--- src/rtl/mul4_tournament_pkg.sv ---
// Shared types and helpers for the two-candidate multiplier tournament sequencer.
package mul4_tournament_pkg;

  typedef enum logic [1:0] {ST_IDLE, ST_DRIVE, ST_DRAIN, ST_DONE} state_t;

  // Galois taps for x^32+x^22+x^2+x+1, right-shifting form
  localparam logic [31:0] LFSR_MASK = 32'h8020_0003;

  function automatic logic [31:0] lfsr_step(input logic [31:0] s);
    return s[0] ? ((s >> 1) ^ LFSR_MASK) : (s >> 1);
  endfunction

  function automatic logic [2:0] word_hits(input logic [63:0] golden, input logic [63:0] cand);
    logic [2:0] n;
    n = '0;
    for (int w = 0; w < 4; w++) n = n + 3'(golden[16*w +: 16] == cand[16*w +: 16]);
    return n;
  endfunction

endpackage

--- src/rtl/mul4_golden_model.sv ---
// Reference 32x32->64 unsigned multiply, packed exactly like a candidate individual.
module mul4_golden_model (
  input  logic [15:0] i_a1,
  input  logic [15:0] i_a0,
  input  logic [15:0] i_b1,
  input  logic [15:0] i_b0,
  output logic [63:0] o_y
);
  assign o_y = 64'({i_a1, i_a0}) * 64'({i_b1, i_b0});
endmodule

--- src/rtl/mul4_tournament_sequencer.sv ---
// Drives a shared LFSR operand stream into two combinational candidates and scores
// each 16-bit result word against a golden product; reports scores and a winner.
module mul4_tournament_sequencer
  import mul4_tournament_pkg::*;
#(
  parameter int unsigned  NUM_VECTORS = 64,
  parameter logic [31:0]  SEED_A      = 32'hACE1_2468,
  parameter logic [31:0]  SEED_B      = 32'h1357_BEEF,
  localparam int unsigned SCORE_W     = $clog2(4*NUM_VECTORS+1)
) (
  input  logic               clk,
  input  logic               rst_n,
  input  logic               start,
  output logic               busy,
  output logic               done,
  output logic [15:0]        a1,
  output logic [15:0]        a0,
  output logic [15:0]        b1,
  output logic [15:0]        b0,
  input  logic [63:0]        c0_y,
  input  logic [63:0]        c1_y,
  output logic [SCORE_W-1:0] score0,
  output logic [SCORE_W-1:0] score1,
  output logic               winner,
  output logic               perfect0,
  output logic               perfect1
);

  localparam int unsigned          CNT_W     = $clog2(NUM_VECTORS+1);
  localparam logic [CNT_W-1:0]     LAST      = CNT_W'(NUM_VECTORS-1);
  localparam logic [SCORE_W-1:0]   SCORE_MAX = SCORE_W'(4*NUM_VECTORS);

  if (NUM_VECTORS < 1) begin : g_bad_nv
    $error("NUM_VECTORS must be at least 1");
  end
  if (SEED_A == 32'h0) begin : g_bad_seed_a
    $error("SEED_A must be nonzero");
  end
  if (SEED_B == 32'h0) begin : g_bad_seed_b
    $error("SEED_B must be nonzero");
  end

  state_t r_state, w_next;
  logic   w_accept;

  logic [CNT_W-1:0] r_cnt;
  logic [31:0]      r_lfsr_a, r_lfsr_b, r_op_a, r_op_b;

  logic             r_vld;
  logic [31:0]      r_s1_a, r_s1_b;
  logic [1:0][63:0] r_s1_y;

  logic [63:0]              w_gold;
  logic [1:0][2:0]          w_hits;
  logic [1:0][SCORE_W:0]    w_raw;
  logic [1:0][SCORE_W-1:0]  w_sum, r_acc, r_score;
  logic                     r_winner;
  logic [1:0]               r_perfect;

  assign w_accept = (r_state == ST_IDLE) && start;

  always_ff @(posedge clk or negedge rst_n) begin
    if (!rst_n) r_state <= ST_IDLE;
    else        r_state <= w_next;
  end

  always_comb begin
    w_next = r_state;
    case (r_state)
      ST_IDLE:  if (start) w_next = ST_DRIVE;
      ST_DRIVE: if (r_cnt == LAST) w_next = ST_DRAIN;
      ST_DRAIN: w_next = ST_DONE;
      ST_DONE:  w_next = ST_IDLE;
      default:  w_next = ST_IDLE;
    endcase
  end

  assign busy = (r_state != ST_IDLE);
  assign done = (r_state == ST_DONE);

  // Operands mirror the LFSR during a run but sit at zero out of reset;
  // the last vector is held through DRAIN/DONE.
  always_ff @(posedge clk or negedge rst_n) begin
    if (!rst_n) begin
      r_lfsr_a <= SEED_A;
      r_lfsr_b <= SEED_B;
      r_op_a   <= '0;
      r_op_b   <= '0;
      r_cnt    <= '0;
    end else if (w_accept) begin
      r_lfsr_a <= SEED_A;
      r_lfsr_b <= SEED_B;
      r_op_a   <= SEED_A;
      r_op_b   <= SEED_B;
      r_cnt    <= '0;
    end else if (r_state == ST_DRIVE) begin
      r_lfsr_a <= lfsr_step(r_lfsr_a);
      r_lfsr_b <= lfsr_step(r_lfsr_b);
      r_cnt    <= r_cnt + CNT_W'(1);
      if (r_cnt != LAST) begin
        r_op_a <= lfsr_step(r_lfsr_a);
        r_op_b <= lfsr_step(r_lfsr_b);
      end
    end
  end

  assign {a1, a0} = r_op_a;
  assign {b1, b0} = r_op_b;

  // Stage 1: candidate results are captured in the same cycle as their operands
  always_ff @(posedge clk or negedge rst_n) begin
    if (!rst_n) begin
      r_vld  <= 1'b0;
      r_s1_a <= '0;
      r_s1_b <= '0;
      r_s1_y <= '0;
    end else begin
      r_vld <= (r_state == ST_DRIVE);
      if (r_state == ST_DRIVE) begin
        r_s1_a <= r_op_a;
        r_s1_b <= r_op_b;
        r_s1_y <= {c1_y, c0_y};
      end
    end
  end

  mul4_golden_model u_gold (
    .i_a1 (r_s1_a[31:16]),
    .i_a0 (r_s1_a[15:0]),
    .i_b1 (r_s1_b[31:16]),
    .i_b0 (r_s1_b[15:0]),
    .o_y  (w_gold)
  );

  for (genvar c = 0; c < 2; c++) begin : g_cand
    assign w_hits[c] = word_hits(w_gold, r_s1_y[c]);
    assign w_raw[c]  = {1'b0, r_acc[c]} + (SCORE_W+1)'(w_hits[c]);
    assign w_sum[c]  = (w_raw[c] > {1'b0, SCORE_MAX}) ? SCORE_MAX : w_raw[c][SCORE_W-1:0];

    a_no_sat: assert property (@(posedge clk) disable iff (!rst_n)
                               r_vld |-> (w_raw[c] <= {1'b0, SCORE_MAX}));
  end

  // Stage 2 accumulates; published outputs take the final sum as DRAIN
  // retires so they are already valid in the DONE cycle.
  always_ff @(posedge clk or negedge rst_n) begin
    if (!rst_n) begin
      r_acc     <= '0;
      r_score   <= '0;
      r_winner  <= 1'b0;
      r_perfect <= '0;
    end else if (w_accept) begin
      r_acc     <= '0;
      r_score   <= '0;
      r_winner  <= 1'b0;
      r_perfect <= '0;
    end else begin
      if (r_vld) r_acc <= w_sum;
      if (r_state == ST_DRAIN) begin
        r_score   <= w_sum;
        r_winner  <= (w_sum[1] > w_sum[0]);
        r_perfect <= {w_sum[1] == SCORE_MAX, w_sum[0] == SCORE_MAX};
      end
    end
  end

  assign score0   = r_score[0];
  assign score1   = r_score[1];
  assign winner   = r_winner;
  assign perfect0 = r_perfect[0];
  assign perfect1 = r_perfect[1];

endmodule
--- config.mk ---
export PLATFORM = sky130hd
export DESIGN_NAME = mul4_tournament_sequencer
export DESIGN_NICKNAME = d
export VERILOG_FILES = /design/src/rtl/mul4_tournament_pkg.sv /design/src/rtl/mul4_golden_model.sv /design/src/rtl/mul4_tournament_sequencer.sv
export SDC_FILE = /design/constraint.sdc
export NUM_CORES = 2
export LEC_CHECK = 0
export CORE_AREA = 2 2 298 300
export DETAILED_ROUTE_END_ITERATION = 16
export DIE_AREA = 0 0 300 302
export MAX_ROUTING_LAYER = met4
export PLACE_DENSITY = 0.87
export SYNTH_ARGS = -nofsm -noshare
export SYNTH_HDL_FRONTEND = slang
export SYNTH_SLANG_ARGS = --single-unit
--- constraint.sdc ---
create_clock -name clk -period 10.5 [get_ports clk]
set_input_delay 2.1 -clock clk [delete_from_list [all_inputs] [get_ports clk]]
set_output_delay 2.1 -clock clk [all_outputs]
set_load 0.01 [all_outputs]
Yosys cells after proc, flatten, opt, wreduce, memory -nomap -nowiden:

Cells that the tools add are included.

* multipliers: 1
* multiplexer cells: 27
* add/subtract/negate cells: 9
* eq/ne operators: 17
* reduce and logical (&&, ||, !) cells: 9
* bitwise logic cells: 2
* magnitude comparators: 3

Operators by type and width (number)
* $mux 32: 12
* $eq 16x16->1: 8
* $mux 18: 4
* $mul 32x32->64: 1
* $add 9x3->10: 2
* $gt 10x9->1 const B: 2
* $eq 9x9->1 const B: 2
* $mux 9: 2
* $mux 7: 2
* $reduce_bool 2->1: 5
* $gt 9x9->1: 1
* $mux 2: 4
* $not 3->4: 2
* $pmux 2 s4: 1
* $add 7x1->7 const B: 1
* $eq 7x6->1 const B: 1
* $ne 7x6->1 const B: 1
* $add 2x1->3: 2
* $add 3x1->3: 2
* $add 1x1->2: 2
* $eq 2x2->1 const B: 2
* $ne 2x2->1 const B: 2
* $reduce_and 2->1: 2
* $eq 2x1->1 const B: 1
* 3 further kinds: 4

* bits in registers: 369
* bits of input ports: 131

Depth between registers and ports, before layout:

* depth after elaboration: 11
* gate-level depth with buffers: 50
* mapped depth without buffers: 48

Cells and area by module:

From an unflattened synthesis, not the netlist that was laid out.

* cell total of the unflattened synthesis: 5088
* area, all modules: 50023.0 um^2

Modules (own cells, without submodules)
* mul4_golden_model: cells an instance 3686, area an instance 33359.5 um^2, times used 1
* mul4_tournament_sequencer: cells an instance 1402, area an instance 16663.5 um^2, times used 1

Least setup slack after synthesis:

OpenSTA, ideal clock, no wires.

* path kind: reg2reg
* start point: register r_s1_a[23]
* end point: register r_winner (netlist: winner)
* setup slack: -1.021 ns
* period minus slack after synthesis: 11.521 ns
* stages on the path, launching flop included: 49
* arrival: 11.384 ns
* path through: dfrtp_1 clkbuf_1 nand2_1 fa_1 inv_1 fa_1 inv_1 fa_1 inv_1 fa_1 inv_1 fa_1 fa_1 fa_1 fa_1 inv_1 ha_1 clkbuf_1 (+13 left out) nor3b_2 xnor2_1 a311oi_1 a21o_1 nand2_1 nand2_1 nor2_1 ha_1 nor2b_1 o21a_1 o21a_1 o21a_1 o21a_1 o21a_1 o21a_1 o21a_1 o221ai_1 a21oi_1

* cells in the longest elaborated chain, start to end: 11
* elaborated cells on any way between the ends: 22
* classes of those cells: add/sub (8); mul (1); order compare (3); eq/ne (6); mux (4)

RTL lines
* start: declaration: line mul4_tournament_sequencer.sv:50 `logic [31:0] r_s1_a, r_s1_b;`
* start signal: assignment: line mul4_tournament_sequencer.sv:120 `r_s1_a <= r_op_a;`
* $mul 32x32->64 *: line mul4_golden_model.sv:9 `assign o_y = 64'({i_a1, i_a0}) * 64'({i_b1, i_b0});`
* $eq 16x16->1: line mul4_tournament_pkg.sv:16 `for (int w = 0; w < 4; w++) n = n + 3'(golden[16*w +: 16] == cand[16*w +: 16]);`
* $add 1x1->2: line mul4_tournament_pkg.sv:16
* $add 2x1->3: line mul4_tournament_pkg.sv:16
* $add 3x1->3: line mul4_tournament_pkg.sv:16
* $add 9x3->10: line mul4_tournament_sequencer.sv:137 `assign w_raw[c] = {1'b0, r_acc[c]} + (SCORE_W+1)'(w_hits[c]);`
* $gt 10x9->1: line mul4_tournament_sequencer.sv:138 `assign w_sum[c] = (w_raw[c] > {1'b0, SCORE_MAX}) ? SCORE_MAX : w_raw[c][SCORE_W-1:0];`
* $mux 9: line mul4_tournament_sequencer.sv:138
* $gt 9x9->1 *: line mul4_tournament_sequencer.sv:161 `r_winner <= (w_sum[1] > w_sum[0]);`
* $mux 1 *: line mul4_tournament_sequencer.sv:159 `if (r_state == ST_DRAIN) begin`
* $mux 1 *: line mul4_tournament_sequencer.sv:152 `end else if (w_accept) begin`
* end signal: assignment: line mul4_tournament_sequencer.sv:161
* end: declaration: line mul4_tournament_sequencer.sv:57 `logic r_winner;`

Every way passes the cells marked *; elsewhere a longest branch is shown, timed or not. The select of a mux whose other input is x is not followed.
A chain may end at the register's enable or synchronous reset.

Worst setup path after layout:

* start point: register r_s1_a[9]
* end point: register r_winner (netlist: winner)

The elaborated chain is that of the path after synthesis.

==> results.md <==
* Largest stage delay, worst path at 0.58 ns
* Vias/cell at 5.83
* Leak at 0.0284 uW
* Finished Layout Cells at 6925
* Least-Margin Pin Slew at 1.02 ns
* Cells after Synth at 5106
* I/O pin count at 218
* Synth warn at 0
* Reg-to-Reg End: winner$_DFFE_PN0P_
* CTS clk-pin slew, worst paths at 0.09 ns
* Reg2Reg Depth at 48
* Worst hold slack at 0.484 ns
* Place WS at -1.63 ns
* Post-synthesis sequential area ratio at 18.5%
* Chip Width at 300 um
* Clk buf depth at 3
* Outcome: complete, but fails checks
* Setup slack after layout at -1.53 ns
* Synth-to-layout area growth at 20.6%
* Nets at 7036
* Seq cells post-synth at 369
* Wire length per cell at 21.8 um
* GRT Overall Usage at 35.2%
* CP most frequent cell: fa_1
* Core ar. at 87600 sq um
* CP startpoint: r_s1_a[9]$_DFFE_PN0P_
* Commonest non-fill, non-tap cell in the layout: fa_1
* Num CTS Buffers at 41
* CTS tree: built
* DR DRC count at 0
* Layout Skew at 0.0254 ns
* Num rows at 109
* Final ANT Viol Nets at 0
* Fin crit period at 12.03 ns
* Synth Cell Area at 50200 sq um
* Fin crit share at 115%
* Worst Path Max Fanout at 7
* Core Util, Final at 69.1%
* Slew HR at 31.9%
* DRT iter0 DRCs at 3419
* Routed via count at 40400
* H-tree levels at 2
* Largest net degree at the start of global routing at 169
* Peak supply drop at 0.119 mV
* Dpl hpwl at 117 mm
* Pwr dens at 52.2 nW/um^2
* RePlAce Congestion at 0.985
* Commonest cells after routing, fill and taps aside: 882 x fa_1, 744 x inv_1, 717 x nand2_1
* CP startpoint kind: register
* Top FF cell, synth: dfrtp_1
* IO buf count at 217
* Cells after DPL at 6809
* Hold WC Path Type: reg -> reg
* Full die area at 90600 sq um
* Routed WL at 151 mm
* Yosys cell types at 83
* Hold Crit Depth at 2
* Total global routing overflow at 0
* Final setup fails at 28
* Vias in the first global route at 44700
* Initial core utilization at 57.3%
* Initial antenna violation count at 7
* Crit path kind: reg -> reg
* Share of layout cells above drive strength 1 at 19.8%
* Post-synth ARST share at 100%
* Hold_sp: r_acc[9]$_DFFE_PN0P_
* Sink Count at 369
* Placed cell areas at 58000 sq um
* Worst reg-to-reg setup slack at -1.53 ns
* Clk_lat worst skew at 0.60 ns
* Die height at 302 um
* Hold EP: r_acc[9]$_DFFE_PN0P_
* Failing checks: setup timing
* RR Startpoint: r_s1_a[9]$_DFFE_PN0P_
* Max-Cap Viols at 0
* Max-slew violation count at 0
* First-pass GRT wire length at 239 mm
* Hold Fails Final Rpt at 0
* Fmax at 83.1 MHz
* Number of enable flip-flop cells after synthesis at 0
* CP Data Required Time at 10.96 ns
* Synthesized net count at 6419
* RSZ-0062 raised after global routing: yes
* Slowest-stage cell, CP: fa_1
* Design area at 60500 sq um
* Post-CTS Hold Fix Bufs at 0
* Pre-antenna DRT Iters at 9
* Post-Syn Area per Cell at 9.83 sq um
* Setup crit end kind: register
* Arrival time at the worst endpoint at 12.49 ns
* CTS root buffer: clkbuf_16
## worst max path at each step
stage	cells past startpoint	end
after detailed placement	44	winner$_DFFE_PN0P_
after global routing	48	winner$_DFFE_PN0P_
after global placement	42	winner$_DFFE_PN0P_
after CTS	48	winner$_DFFE_PN0P_
after floorplan	48	winner$_DFFE_PN0P_
final	48	winner$_DFFE_PN0P_
## worst max-delay path: cells and delay by family (launching register included)
family	cells	cell delay [ns]
compound gates	15	2.29
xor+xnor	1	0.17
fa+ha+maj	13	5.99
buf+inv	7	0.95
flops	1	0.45
simple gates	12	2.06
## cells by family (layout without fill, tap and decap cells)
kind of cell             Yosys count  after routing  synth area share [%]
AO/OA/AOI/OAI                    368            368                  4.71
multiplexers                     266            266                  5.79
AND/OR/NAND/NOR                 1659           1659                  16.2
buffers and inverters           1050           1700                  7.92
flip-flops                       369            369                  18.5
other                              0              4                     0
adder cells (fa/ha/maj)         1182           1182                  43.0
XOR/XNOR                         212            212                  3.87
## power breakdown
part / internal (uW) / switching (uW)
clock network: 866 / 678
registers: 1450 / 23.7
logic: 83.8 / 62.8
total: 2400 / 764
## sequential cells by signal (all words and copies together) (netlist names)
name       cells
r_cnt          7
r_state        2
r_acc         18
r_vld          1
r_perfect      2
r_lfsr_b      32
r_lfsr_a      32
r_op_a        32
score0         9
winner         1
r_s1_a        32
r_op_b        32
score1         9
r_s1_y       128
r_s1_b        32
## final cells by class
class	instances	area [sq um]
Multi-Input combinational cell	3687	37700
Fill cell	5847	27000
Sequential cell	369	9290
Timing Repair Buffer	875	7840
Inverter	749	2810
Tap cell	1165	1460
Clock buffer	52	1110
Clock inverter	24	313
Antenna cell	4	10.0
## through the flow
stage / power (uW) / setup TNS (ns)
floorplan: 1540 / -0.563
global placement: 1640 / -4.82
detailed placement: 1640 / -10.41
CTS: 3170 / -2.02
global route: 3240 / -17.06
finish: 3160 / -7.18
## cells in the mapped netlist, drive strengths merged, types with 72 or more instances
| master | instances | area share [%] |
|---|---|---|
| clkbuf | 277 | 2.1 |
| xnor2 | 138 | 2.4 |
| mux2 | 194 | 4.4 |
| nand2 | 725 | 5.4 |
| mux2i | 72 | 1.4 |
| nor2 | 140 | 1.1 |
| ha | 280 | 7.0 |
| fa | 902 | 36 |
| and2 | 584 | 7.3 |
| dfrtp | 335 | 17 |
| inv | 748 | 5.6 |
| a21oi | 140 | 1.5 |
| o21ai | 80 | 0.81 |
## what timing repair did
| action | in CTS | in global routing |
|---|---|---|
| pin swaps | 21 | 32 |
| buffers inserted | 16 | 17 |
| endpoints found under the hold margin | 0 | 0 |
| cloned | 1 | 2 |
| setup endpoints to repair | 32 | 39 |
| gates resized for setup | 64 | 119 |
## per-layer routing
metal | wire (um) | track usage, % | vias to the layer above
li1 | - | - | 17000
met2 | 74300 | 57.8 | 2312
met1 | 51900 | 39.9 | 20300
met5 | 0 | - | -
met4 | 10900 | 20.0 | 0
met3 | 13900 | 7.71 | 777
No activity file was read; power rests on OpenSTA's default activity.
